## src/rtl/snk_pkg.sv

```systemverilog
// Shared constants and types for the snake motion engine.
package snk_pkg;

  localparam int unsigned BITS = 3;

  typedef enum logic [1:0] {
    DIR_UP    = 2'd0,
    DIR_RIGHT = 2'd1,
    DIR_DOWN  = 2'd2,
    DIR_LEFT  = 2'd3
  } dir_e;

  typedef enum logic [1:0] {
    ST_IDLE  = 2'd0,
    ST_RUN   = 2'd1,
    ST_PAUSE = 2'd2
  } state_e;

  localparam int unsigned START_X = 3;
  localparam int unsigned START_Y = 3;

  // Opposite directions differ only in bit 1 of the encoding.
  function automatic dir_e dir_reverse(dir_e d);
    return dir_e'(d ^ 2'b10);
  endfunction

endpackage

```

## src/rtl/snk_btn_edge.sv

```systemverilog
// Two-flop synchronizer followed by a one-cycle rising-edge pulse.
module snk_btn_edge (
  input  logic CLK,
  input  logic RST,
  input  logic btn,
  output logic pulse
);

  logic meta_q, sync_q, prev_q;

  always_ff @(posedge CLK or negedge RST) begin
    if (!RST) begin
      meta_q <= 1'b0;
      sync_q <= 1'b0;
      prev_q <= 1'b0;
    end else begin
      meta_q <= btn;
      sync_q <= meta_q;
      prev_q <= sync_q;
    end
  end

  assign pulse = sync_q & ~prev_q;

endmodule

```

## src/rtl/snk_mover.sv

```systemverilog
// Snake motion engine: start/pause FSM, tick divider, direction latch, head and body history.
module snk_mover
  import snk_pkg::*;
#(
  parameter int unsigned BITS     = snk_pkg::BITS,
  parameter int unsigned TICK_DIV = 25_000_000,
  parameter int unsigned LEN      = 4
) (
  input  logic                  CLK,
  input  logic                  RST,
  input  logic                  btn_up,
  input  logic                  btn_right,
  input  logic                  btn_down,
  input  logic                  btn_left,
  input  logic                  btn_start,
  output logic [2*BITS:0]       snake,
  output logic [LEN*2*BITS-1:0] body,
  output logic                  step_pulse,
  output logic [1:0]            state_o
);

  localparam int unsigned CW = (TICK_DIV > 1) ? $clog2(TICK_DIV) : 1;
  localparam logic [CW-1:0] CNT_LAST = CW'(TICK_DIV - 1);
  localparam logic [2*BITS-1:0] START_CELL = {BITS'(START_X), BITS'(START_Y)};

  logic up_edge, right_edge, down_edge, left_edge, start_edge;

  snk_btn_edge u_up    (.CLK(CLK), .RST(RST), .btn(btn_up),    .pulse(up_edge));
  snk_btn_edge u_right (.CLK(CLK), .RST(RST), .btn(btn_right), .pulse(right_edge));
  snk_btn_edge u_down  (.CLK(CLK), .RST(RST), .btn(btn_down),  .pulse(down_edge));
  snk_btn_edge u_left  (.CLK(CLK), .RST(RST), .btn(btn_left),  .pulse(left_edge));
  snk_btn_edge u_start (.CLK(CLK), .RST(RST), .btn(btn_start), .pulse(start_edge));

  state_e state_q, state_d;
  logic   running, active, step;
  logic [CW-1:0] cnt_q, cnt_d;
  dir_e   dir_cur_q, dir_cur_d, dir_next_q, dir_next_d, req_dir;
  logic   req_vld;
  logic [BITS-1:0] head_x_q, head_x_d, head_y_q, head_y_d;
  logic [LEN-1:0][2*BITS-1:0] body_q, body_d;
  logic   step_pulse_q;

  always_ff @(posedge CLK or negedge RST) begin
    if (!RST) begin
      state_q <= ST_IDLE;
    end else begin
      state_q <= state_d;
    end
  end

  // Encoding 3 is unreachable and behaves as IDLE.
  always_comb begin
    state_d = state_q;
    case (state_q)
      ST_RUN:   if (start_edge) state_d = ST_PAUSE;
      ST_PAUSE: if (start_edge) state_d = ST_RUN;
      default:  if (start_edge) state_d = ST_RUN;
    endcase
  end

  always_comb begin
    running = 1'b0;
    active  = 1'b0;
    state_o = ST_IDLE;
    case (state_q)
      ST_RUN: begin
        running = 1'b1;
        active  = 1'b1;
        state_o = ST_RUN;
      end
      ST_PAUSE: begin
        active  = 1'b1;
        state_o = ST_PAUSE;
      end
      default: ;
    endcase
  end

  assign step = running && (cnt_q == CNT_LAST);

  always_comb begin
    req_vld = 1'b1;
    req_dir = DIR_UP;
    if (up_edge)         req_dir = DIR_UP;
    else if (right_edge) req_dir = DIR_RIGHT;
    else if (down_edge)  req_dir = DIR_DOWN;
    else if (left_edge)  req_dir = DIR_LEFT;
    else                 req_vld = 1'b0;
  end

  always_comb begin
    cnt_d      = cnt_q;
    dir_cur_d  = dir_cur_q;
    dir_next_d = dir_next_q;
    head_x_d   = head_x_q;
    head_y_d   = head_y_q;
    body_d     = body_q;
    if (!active) begin
      cnt_d      = '0;
      dir_cur_d  = DIR_RIGHT;
      dir_next_d = DIR_RIGHT;
    end else begin
      if (running) cnt_d = step ? '0 : cnt_q + 1'b1;
      // The reverse check uses the direction in force, not the pending one.
      if (req_vld && (req_dir != dir_reverse(dir_cur_q))) dir_next_d = req_dir;
      if (step) begin
        dir_cur_d = dir_next_q;
        case (dir_next_q)
          DIR_UP:    head_y_d = head_y_q - 1'b1;
          DIR_RIGHT: head_x_d = head_x_q + 1'b1;
          DIR_DOWN:  head_y_d = head_y_q + 1'b1;
          default:   head_x_d = head_x_q - 1'b1;
        endcase
        body_d[0] = {head_x_q, head_y_q};
        for (int k = 1; k < LEN; k++) body_d[k] = body_q[k-1];
      end
    end
  end

  always_ff @(posedge CLK or negedge RST) begin
    if (!RST) begin
      cnt_q        <= '0;
      dir_cur_q    <= DIR_RIGHT;
      dir_next_q   <= DIR_RIGHT;
      head_x_q     <= BITS'(START_X);
      head_y_q     <= BITS'(START_Y);
      body_q       <= {LEN{START_CELL}};
      step_pulse_q <= 1'b0;
    end else begin
      cnt_q        <= cnt_d;
      dir_cur_q    <= dir_cur_d;
      dir_next_q   <= dir_next_d;
      head_x_q     <= head_x_d;
      head_y_q     <= head_y_d;
      body_q       <= body_d;
      step_pulse_q <= step;
    end
  end

  assign snake      = {active, head_x_q, head_y_q};
  assign body       = body_q;
  assign step_pulse = step_pulse_q;

endmodule

```

## config.mk

```make
export PLATFORM = sky130hd
export DESIGN_NAME = snk_mover
export DESIGN_NICKNAME = d
export VERILOG_FILES = /design/src/rtl/snk_pkg.sv /design/src/rtl/snk_btn_edge.sv /design/src/rtl/snk_mover.sv
export SDC_FILE = /design/constraint.sdc
export NUM_CORES = 1
export LEC_CHECK = 0
export BUFFER_PORTS_ARGS = -buffer_cell sky130_fd_sc_hd__buf_2
export CAP_MARGIN = 25
export CORE_MARGIN = 2
export CORE_UTILIZATION = 35
export DETAILED_ROUTE_END_ITERATION = 16
export PLACE_DENSITY_LB_ADDON = 0.2
export SLEW_MARGIN = 10
export SYNTH_ARGS = -nofsm -noshare
export SYNTH_HDL_FRONTEND = slang
export SYNTH_HIERARCHICAL = 1
export SYNTH_SLANG_ARGS = --single-unit
```

## constraint.sdc

```tcl
create_clock -name CLK -period 4.7 [get_ports CLK]
set_input_delay 0 -clock CLK [delete_from_list [all_inputs] [get_ports CLK]]
set_output_delay 0 -clock CLK [all_outputs]
set_load 0.005 [all_outputs]
```

* Word level (Yosys, flattened, before mapping) *
Index checks and enable logic that the tools add are counted.

word-level totals
  logic and storage cells = 84
  output and inout bits = 34
  register bits = 77

cells by class
  $add $sub $neg = 5
  eq/ne operators = 9
  muxes and demuxes = 23
  bitwise logic cells = 12
  reduce and logical (&&, ||, !) cells = 9

operators with widths
  operator               number
  $mux 25                3
  $add 25x1->25 const B  1
  $eq 25x25->1 const B   1
  $mux 2                 11
  $pmux 3 s2             2
  $not 1->1              7
  $add 3x1->3 const B    2
  $mux 1                 6
  $reduce_and 3->1       2
  $sub 3x1->3 const B    2
  $and 1x1->1            5
  $eq 2x1->1 const B     2
  $eq 2x2->1 const B     2
  $ne 2x1->1 const B     2
  $pmux 2 s2             1
  $reduce_or 2->1        2
  $logic_and 1x1->1      2
  $logic_not 2->1        1
  $ne 2x2->1             1
  $ne 2x2->1 const B     1
  $reduce_and 2->1       1
  $reduce_bool 2->1      1

* Logic depth before layout (Yosys ltp) *
  depth after elaboration = 10
  gate-level depth with buffers = 7

* By module *
Netlist, hierarchy kept.

by module, submodules not included
  module        sequential area each (um^2)  cells an instance  area an instance (um^2)  instances
  snk_mover     1579.0                       289                3204.3                   1
  snk_btn_edge  75.1                         4                  88.8                     5

* Least setup slack after synthesis *
Ideal clock, no wire load.

  path type = register -> register
  from = register cnt_q[7]
  to = register body_q (netlist bit body[11])
  required time = 4575 ps
  setup slack = 2460 ps
  stages on the path, launching flop included = 6
  path buffers = 1
  data arrival time = 2115 ps
  path through = dfrtp_1 > or4_1 > or3_4 > nor3_4 > buf_6 > mux2_2

between the ends
  word-level cells in the longest chain between the ends = 3

RTL lines
  what                               RTL line          source
  start, declared                    snk_mover.sv:36   logic [CW-1:0] cnt_q, cnt_d;
  start signal, assigned             snk_mover.sv:130  cnt_q <= cnt_d;
  $eq 25x25->1                       snk_mover.sv:79   assign step = running && (cnt_q == CNT_LAST);
  $logic_and 1x1->1                  snk_mover.sv:79
  $reduce_and 2->1 (no source line)  -
  end signal, assigned               snk_mover.sv:127  body_q <= {LEN{START_CELL}};
  end signal, assigned               snk_mover.sv:135  body_q <= body_d;
  end, declared                      snk_mover.sv:40   logic [LEN-1:0][2*BITS-1:0] body_q, body_d;

No other way between the ends.
A chain may end at the register's enable or synchronous reset.

* Worst setup path in the final report *
  from = register state_q[0]
  to = register cnt_q[19]

between the ends
  word-level cells in the longest chain between the ends = 6

RTL lines
  what                    RTL line          source
  start, declared         snk_mover.sv:34   state_e state_q, state_d;
  start signal, assigned  snk_mover.sv:47   state_q <= state_d;
  $eq 2x1->1              snk_mover.sv:65   case (state_q)
  $mux 1                  snk_mover.sv:65
  $logic_and 1x1->1       snk_mover.sv:79
  $mux 25 (2 in a row)    snk_mover.sv:103  if (running) cnt_d = step ? '0 : cnt_q + 1'b1;
  $mux 25                 snk_mover.sv:98   if (!active) begin

Several ways; a longest one is shown, not always the timed one. The select of a mux whose other input is x is not followed.

==> impl_results.md <==
* Finish-stage setup viols at 0
* Internal power at 1.09 mW
* First-pass GRT wire length at 12300 um
* Pre-CTS WS at 2.03 ns
* Remaining design rule violation count at 0
* Final antenna diode count at 0
* CP required at 4.96 ns
* Post-detailed-placement half-perimeter wirelength at 4660 um
* Layout Area Growth over Synthesis at 17.1%
* Fraction of synthesized cell area in xor and xnor cells at 0.0336
* Floorplan die area at 0.0113 mm^2
* FF-to-FF setup slack at 2.04 ns
* Peak Freq at 375 MHz
* Yosys warning count at 6
* Final critical delay including setup and external delays at 2.66 ns
* Accumulated negative setup slack at 0 ns
* Number of enable-type register cells in the synthesized netlist at 0
* Status: complete, no violations
* Width of the die at 106 um
* Combinational fraction of design power at 0.158
* Clk Latency, worst-skew pair at 0.35 ns
* Slew margin rel. at 0.527
* Number of antenna violations at the first check in global routing at 0
* H-tree depth at 3
* Type of the setup path with the least slack: reg2reg
* CP endpoint kind: register
* Hold Fails Final Rpt at 0
* Arrival time at the worst endpoint at 2.92 ns
* Share of power burned in the clock network at 0.365
* Ys async rst share at 1.00
* Final critical-path setup slack at 2.04 ns
* Relative contribution of sequential cells to total power at 0.477
* Cell variety after synth at 52
* Synth Flop Type: dfrtp_1
* Post-detailed-route via-to-cell ratio at 5.15
* Maximum vdd drop at 0.121 mV
* Share of synthesized area spent on multiplexers at 0.0802
* Number of max-capacitance violations reported at 0
* PD cells at 361 mW/mm^2
* Simple-gate share of the synthesized area at 0.184
* Yosys reg bits at 77
* Adder-cell area share of the yosys netlist at 0.0281
* Largest family of logic cells by synthesized area: simple AND/OR/NAND/NOR gates
* # fillers at 982
* Switching power of the nets at 0.453 mW
* Count of cells along the worst register-to-register path at 6
* Via Count at 2530
* Worst Max-Slew Pin Slew at 0.708 ns
* Height of the die at 106 um
* Critical Path Fanout Max at 13
* Net count reported at finish at 364
* Quantity of gates resized following cts at 0
* Num ports at 41
* TritonCTS buffer count at 9
* Combined area of all synthesized cells at 0.00365 mm^2
* Post-route ant nets at 0
* Worst setup skew after layout at 0.0109 ns
* Total congestion overflow at 0
* Pin count of the biggest net entering global routing at 78
* Worst min path class: in2async
* Switching share of power at 0.293
* Final period utilization at 0.567
* Clock-pin slew of the registers on the worst-case setup and hold paths at 0.08 ns
* Number of port buffers at 40
* Count of mapped cells out of synthesis at 309
* Leakage power total at 1.92 nW
* Total routing resource utilization after global routing at 0.136
* Complex-gate fraction of the synthesized area at 0.101
* Buffer type at the clock tree root: clkbuf_8
* Via count of the first global-routing pass at 2485
* Count of final max-slew check failures at 0
* Setup repair after global routing missed its margin: false
* First-pass iteration count of the detailed router at 4
* Final weighted congestion in routability-driven placement at 0.733
* Sum of routed wire length over all layers at 7090 um
* Sequential standard cell area at 0.00195 mm^2
* Number of nets produced by synthesis at 323
* Proportion of layout cells with a drive suffix above 1 at 0.332
* Number of buffers between clock root and the deepest sink at 2
* Average size of a mapped cell at 11.8 um^2
* Kind of start point of the critical path: register
* Sequential fraction of the synthesis area at 0.536
* TritonCTS clock tree: built
* Number of sinks driven by the clock tree at 77
* Number of DRC violations after detailed-routing iteration 0 at 148
* Leading cell type in the layout, fill and taps excluded: dfrtp_1
* Leading cell types in the layout, fill and taps excluded: dfrtp_1 (55), buf_2 (39), mux2_2 (26)
* Area of the multi-input gates at 0.00156 mm^2
* Std cell rows at 37
* WL per Instance at 14.4 um
* Initial cell density of the core at 0.357
* Core Box Area at 0.0102 mm^2
-- routing by layer --
metal / up-vias / GRT usage / wire (um)
met5: - / 0 / 0
met4: 0 / 0.0414 / 59
met3: 8 / 0.0368 / 258
met2: 44 / 0.222 / 3370
met1: 1255 / 0.177 / 3400
li1: 1223 / - / -
-- final cells by class --
type,instances,share of cell area
inverters,10,0.00878
repair buffers,49,0.0753
well taps,136,0.0398
clock inverters,3,0.0111
clock buffers,13,0.0425
flip-flops and latches,77,0.457
multi-input cells,203,0.365
-- path summary, 6_finish.rpt --
kind                                    start             end
worst min register to register  u_left/meta_q   u_left/sync_q
min in group CLK                    btn_start  u_start/meta_q
worst min-delay path                      RST     u_up/sync_q
max in group asynchronous                 RST       cnt_q[22]
worst max-delay path               state_q[0]       cnt_q[19]
worst max register to register     state_q[0]       cnt_q[19]
-- state kept, by name (all words and copies together), names as in the netlist, 2 cells and up --
| signal | count |
|---|---|
| cnt_q | 25 |
| dir_cur_q | 2 |
| state_q | 2 |
| dir_next_q | 2 |
| head_y_q | 3 |
| head_x_q | 3 |
| body | 24 |
-- synth_stat cells, types with 2 or more instances --
library cell  instances  area [um^2]
a21oi_1              14         70.1
a22oi_1              12         90.1
and3_1                4         25.0
and3b_1               2         17.5
buf_2                 2         10.0
buf_6                 3         33.8
clkbuf_1             13         48.8
dfrtp_1              55         1380
dfstp_2              22          578
fa_1                  2         40.0
ha_1                  5         62.6
inv_1                10         37.5
mux2_2               26          293
nand2_1              14         52.6
nand2b_1              2         12.5
nand3_1              11         55.1
nand4_1               8         50.1
nor2_1                4         15.0
nor2b_1               2         12.5
nor2b_4               5         68.8
nor3_1                6         30.0
nor3b_1               3         22.5
nor4_1                5         31.3
nor4bb_1              3         30.0
o21ai_0              12         60.1
o31ai_1               9         67.6
or3_1                 6         37.5
or3b_2                2         17.5
or4_1                12         90.1
xnor2_1               5         43.8
xor2_1                9         78.8
-- worst max-delay path: stages, from the launching register on --
cell,delay [ns]
dfrtp_1,0.41
inv_1,0.09
ha_1,0.33
and4b_1,0.38
nand4bb_1,0.51
or4_1,0.66
a22oi_1,0.18
-- power groups by stage --
| stage | Sequential [mW] | Clock [mW] | Combinational, mW |
|---|---|---|---|
| 2_1_floorplan | 0.738 | 0 | 0.161 |
| 3_3_place_gp | 0.748 | 0 | 0.225 |
| 3_5_place_dp | 0.749 | 0 | 0.227 |
| 4_1_cts | 0.737 | 0.586 | 0.232 |
| 5_1_grt | 0.744 | 0.619 | 0.273 |
| 6_report | 0.737 | 0.564 | 0.244 |
-- what timing repair did --
item / CTS / global route
hold buffers: 6 / 0
setup endpoints to repair: 0 / 0
buffers inserted: 0 / 0
hold endpoints to repair: 60 / 0
-- stage by stage --
step	util	area (um^2)	hold WS, ns	power, mW	cells
finish	0.418	4270	0.158	1.54	491
global route	0.418	4270	0.172	1.64	491
CTS	0.415	4240	0.259	1.55	489
detailed placement	0.386	3950	0.109	0.976	467
global placement	0.384	3930	0.109	0.973	466
floorplan	-	3650	-0.296	0.899	309
-- cells by family after synthesis --
group | count (synthesis)
AO/OA/AOI/OAI | 57
flip-flops | 77
adder cells (fa/ha/maj) | 7
multiplexers | 26
buffers and inverters | 29
AND/OR/NAND/NOR | 99
XOR/XNOR | 14
(Power assumes the default switching activity.)
